`src/rtl/hd63701_irq2_ctrl.sv`:
```
`default_nettype none
// ============================================================================
// Module   : hd63701_irq2_ctrl
// Purpose  : IRQ2 interrupt controller for the HD63701 core. Latches one-cycle
//            event pulses from on-chip peripherals, masks them, selects the
//            lowest-index (highest-priority) active source and presents a
//            stable request/vector pair to the sequencer. The serviced pending
//            bit is cleared when the core acknowledges the vector fetch.
// Ports    : CLK     core clock
//            RST_N   asynchronous active-low reset
//            SRC_EV  per-source event pulses (bit i = source i)
//            CS/WR/A/DI  register port strobe, direction, address, write data
//            DO      read data, combinational from A
//            VACK    vector-fetch acknowledge pulse from the core
//            IRQ2    registered interrupt request
//            IRQ2V   registered vector code (winning source index)
//            Register map: A=0 PEND (R/W1C), A=1 MASK (R/W),
//                          A=2 STAT {IRQ2,3'b0,IRQ2V} (R), A=3 reads 0
// Revision : 1.0 - initial release
// ============================================================================
module hd63701_irq2_ctrl #(
  parameter int         NSRC = 5,      // number of sources, 1..8
  parameter logic [7:0] MRST = 8'h00   // MASK reset value
) (
  input  logic            CLK,
  input  logic            RST_N,
  input  logic [NSRC-1:0] SRC_EV,
  input  logic            CS,
  input  logic            WR,
  input  logic [1:0]      A,
  input  logic [7:0]      DI,
  output logic [7:0]      DO,
  input  logic            VACK,
  output logic            IRQ2,
  output logic [3:0]      IRQ2V
);

  typedef enum logic [1:0] {
    ST_IDLE   = 2'd0,
    ST_ASSERT = 2'd1,
    ST_GAP    = 2'd2
  } state_t;

  state_t          state;
  state_t          state_nxt;
  logic [NSRC-1:0] pend;
  logic [NSRC-1:0] mask;
  logic [NSRC-1:0] act;
  logic [NSRC-1:0] w1c;
  logic [NSRC-1:0] ackclr;
  logic [3:0]      win;
  logic            act_cur;
  logic            irq2_nxt;
  logic [3:0]      irq2v_nxt;
  logic            wr_pend;
  logic            wr_mask;
  logic            unused_ok;

  // Write data bits above NSRC have no storage behind them.
  assign unused_ok = ^DI;

  assign wr_pend = CS & WR & (A == 2'd0);
  assign wr_mask = CS & WR & (A == 2'd1);
  assign w1c     = wr_pend ? DI[NSRC-1:0] : '0;
  assign act     = pend & mask;

  // Lowest set index wins; scanning downward lets the lowest index land last.
  always_comb begin
    win = 4'd0;
    for (int i = NSRC - 1; i >= 0; i--) begin
      if (act[i]) win = 4'(i);
    end
  end

  // Is the source currently being presented still active?
  always_comb begin
    act_cur = 1'b0;
    for (int i = 0; i < NSRC; i++) begin
      if (IRQ2V == 4'(i)) act_cur = act[i];
    end
  end

  // Acknowledge clears only the source whose vector was presented.
  always_comb begin
    ackclr = '0;
    if (state == ST_ASSERT && VACK) begin
      for (int i = 0; i < NSRC; i++) begin
        if (IRQ2V == 4'(i)) ackclr[i] = 1'b1;
      end
    end
  end

  // A new event always outranks a same-cycle clear (W1C or acknowledge).
  always_ff @(posedge CLK or negedge RST_N) begin
    if (!RST_N) begin
      pend <= '0;
      mask <= MRST[NSRC-1:0];
    end else begin
      pend <= SRC_EV | (pend & ~w1c & ~ackclr);
      if (wr_mask) mask <= DI[NSRC-1:0];
    end
  end

  always_ff @(posedge CLK or negedge RST_N) begin
    if (!RST_N) begin
      state <= ST_IDLE;
      IRQ2  <= 1'b0;
      IRQ2V <= 4'd0;
    end else begin
      state <= state_nxt;
      IRQ2  <= irq2_nxt;
      IRQ2V <= irq2v_nxt;
    end
  end

  always_comb begin
    state_nxt = state;
    irq2_nxt  = IRQ2;
    irq2v_nxt = IRQ2V;
    unique case (state)
      ST_IDLE: begin
        irq2_nxt = 1'b0;
        if (act != '0) begin
          state_nxt = ST_ASSERT;
          irq2_nxt  = 1'b1;
          irq2v_nxt = win;
        end
      end
      ST_ASSERT: begin
        // Vector is frozen while asserted; acknowledge beats withdrawal.
        if (VACK) begin
          state_nxt = ST_GAP;
          irq2_nxt  = 1'b0;
        end else if (!act_cur) begin
          state_nxt = ST_IDLE;
          irq2_nxt  = 1'b0;
        end
      end
      ST_GAP: begin
        // Guarantees the core sees a deassertion edge between requests.
        state_nxt = ST_IDLE;
        irq2_nxt  = 1'b0;
      end
      default: begin
        state_nxt = ST_IDLE;
        irq2_nxt  = 1'b0;
      end
    endcase
  end

  always_comb begin
    DO = 8'h00;
    unique case (A)
      2'd0:    DO[NSRC-1:0] = pend;
      2'd1:    DO[NSRC-1:0] = mask;
      2'd2:    DO = {IRQ2, 3'b000, IRQ2V};
      default: DO = 8'h00;
    endcase
  end

endmodule
`default_nettype wire
```
`config.mk`:
```
export PLATFORM = sky130hd
export DESIGN_NAME = hd63701_irq2_ctrl
export DESIGN_NICKNAME = d
export VERILOG_FILES = /design/src/rtl/hd63701_irq2_ctrl.sv
export SDC_FILE = /design/constraint.sdc
export NUM_CORES = 1
export LEC_CHECK = 0
export CAP_MARGIN = 20
export CORE_MARGIN = 2
export CORE_UTILIZATION = 45
export CTS_CLUSTER_DIAMETER = 50
export DETAILED_ROUTE_END_ITERATION = 6
export PLACE_DENSITY = 0.92
export SLEW_MARGIN = 30
export SYNTH_ARGS = -nofsm -noshare
export SYNTH_HDL_FRONTEND = slang
export SYNTH_SLANG_ARGS = --single-unit
```
`constraint.sdc`:
```
create_clock -name CLK -period 3 [get_ports CLK]
set_input_delay 0.75 -clock CLK [delete_from_list [all_inputs] [get_ports CLK]]
set_output_delay 0.75 -clock CLK [all_outputs]
set_load 0.01 [all_outputs]
```
==> metrics <==
status completed; Mapped Area between 900 and 1000 sq um; worst path required time 2.25 ns; Die Area ~2400 sq um; n_diodes 0; initial antenna violation count 0; FMAX about 0.34 GHz; DP HPWL about 1700 um; Total GRT Usage 0.201; area grow syn2layout 34.0%; share of layout cells above drive strength 1 0.161; CP Launch Point A[0]; crit-path max FO 6; ANT nets after route 0; routability cong. 0.820; Post-Syn Area per Cell about 10 sq um; post-synthesis sequential area ratio 0.432; fin worst setup slack 0.0789 ns; Post-Place Cells 142; max incr delay on CP about 0.54 ns; latest clock arrival within the worst-skew pair 0.28 ns; Slew Limit Headroom 0.518; Starting Density 0.473; initial DRC count 18; Power Total around 0.83 mW; worst reg-to-reg setup slack ~1.6 ns; Nets 140; Final Skew around 0.0048 ns; Finished Layout Cells roughly 150; crit path capture type output pin; Yosys reg bits 16; commonest non-fill, non-tap cell in the layout clkdlybuf4s50_1; Synth area leaders dfrtp_1, mux2_2, mux2i_1; CP startpoint kind input port; library cells used by synthesis 33; pre-CTS setup slack -0.0502 ns; grt ovf 0; cells on worst reg2reg path 4; CTS tree built; Longest Clk Path Bufs 2; largest net degree at the start of global routing 17; final worst-path cycle share 0.974; CP arrival between 2 and 2.5 ns; CP bufs+invs 3; Core Box Area between 1500 and 2000 sq um; minimum clock period roughly 2.9 ns; RR Endpoint IRQ2V[0]; post-synth top area share 0.432; first-pass iteration count of the detailed router 4; WP depth 5; global-route wire length before repair 3670 um; root buffer cell clkbuf_4; Layout Utilization 0.633; CP cell instances clkdlybuf4s50_1, buf_4, mux2i_1, nor2_1, clkdlybuf4s50_1; vias in the first global route slightly above 800; Clock Sink Count 16; Setup TNS Final 0 ns; CP endpoint DO[3]; Final Hold Fails 0; clk slew on worst S/H paths roughly 0.080 ns; Critical Path Most Common Cell clkdlybuf4s50_1; DR vias ~830; max-cap violations 0; HP Class reg -> reg; RSZ-0062 raised after global routing false; reg2reg start mask[1]; PwrDens approximately 670 nW/um^2; family with the most delay on the worst path buffers and inverters; Avg Vias per Cell 5.69; total wire length about 2200 um; residual DRC count 0; WL per Instance ~15 um; Die Ht 49.4 um; area leader, netlist dfrtp_1; measured slew at the worst slew-check pin just over 0.7 ns; # rows 16; width of the die roughly 50 um; Critical-path top delay cell clkdlybuf4s50_1; leakage power roughly 0.53 nW; Final Max Tran Viols 0; Max VDD drop between 300 and 400 uV; final setup vio count 0; Fill cells around 170; Post-CTS Repair Setup Buffers 0; Synthesis Warnings 0; total CTS buffers 3; Cells after Synth 90; H-tree depth 1; num ports 33; kind of critical path in -> out; IO Port Bufs 26; commonest cells after routing, fill and taps aside clkdlybuf4s50_1, dfrtp_1, nand2_1
## worst min-delay path by stage
stage / from / to / slack (ns) / depth (start not counted)
floorplan: RST_N / IRQ2 / 0.45 / 0
global placement: mask[4] / mask[4] / 0.51 / 1
detailed placement: mask[4] / mask[4] / 0.52 / 1
CTS: mask[4] / mask[4] / 0.54 / 1
global route: mask[4] / mask[4] / 0.56 / 1
finish: mask[4] / mask[4] / 0.53 / 1
## cell type report
| cell class | count | area, sq um | area share |
|---|---|---|---|
| multi-input cells | 68 | 492 | 0.396 |
| flip-flops and latches | 16 | 400 | 0.322 |
| repair buffers | 29 | 287 | 0.231 |
| well taps | 27 | 33.8 | 0.0272 |
| clock buffers | 3 | 22.5 | 0.0181 |
| inverters | 2 | 7.51 | 0.00604 |
## what timing repair did
item | in CTS | in global routing
resized for setup | 1 | 3
endpoints found under the setup margin | 1 | 3
hold buffers | 0 | 0
## registers in the layout (all words and copies together) (netlist names)
| register | cells |
|---|---|
| mask | 5 |
| pend | 5 |
| IRQ2V | 3 |
| state | 2 |
| IRQ2 | 1 |
## report_power, final
| part | leakage [nW] | total, mW | internal (mW) | switching (mW) |
|---|---|---|---|---|
| clock network | 0.0138 | 0.108 | 0.0466 | 0.0615 |
| logic | 0.330 | 0.356 | 0.202 | 0.154 |
| registers | 0.181 | 0.365 | 0.274 | 0.0912 |
| total | 0.525 | 0.829 | 0.523 | 0.306 |
## Yosys cell counts (all sizes together)
library cell / n
a22oi: 2
nor2: 6
nand2b: 1
a31o: 2
and3b: 1
mux2: 6
a21oi: 3
a32oi: 3
nand4: 1
nand2: 10
dfrtp: 16
and2: 2
inv: 2
nand3b: 1
o2bb2ai: 1
a31oi: 1
nor3b: 2
a22o: 2
buf: 6
nor2b: 1
a21o: 3
conb: 1
and2b: 1
o21ai: 7
nor3: 1
nand4b: 2
nand4bb: 1
mux2i: 5
## logic make-up (layout without fill, tap and decap cells)
| group | Yosys count | in the layout | share of synthesized area |
|---|---|---|---|
| AOI/OAI and AO/OA | 24 | 24 | 0.194 |
| buffers and inverters | 8 | 34 | 0.0486 |
| DFF | 16 | 16 | 0.432 |
| muxes | 11 | 11 | 0.131 |
| other | 1 | 3 | 0.00404 |
| and+or+nand+nor | 30 | 30 | 0.190 |
## through the flow
stage	hold WS, ns	instance area, sq um
2_1_floorplan	0.454	935
3_3_place_gp	0.510	1210
3_5_place_dp	0.519	1210
4_1_cts	0.537	1230
5_1_grt	0.556	1240
6_report	0.533	1240
## per-layer routing
metal  vias up  wire, um  GRT usage
met3         4       121     0.0307
met4         0        39      0.116
met5         -         0          0
met1       403       904      0.226
met2        40      1150      0.358
li1        378         -          -
(Power assumes the default switching activity.)
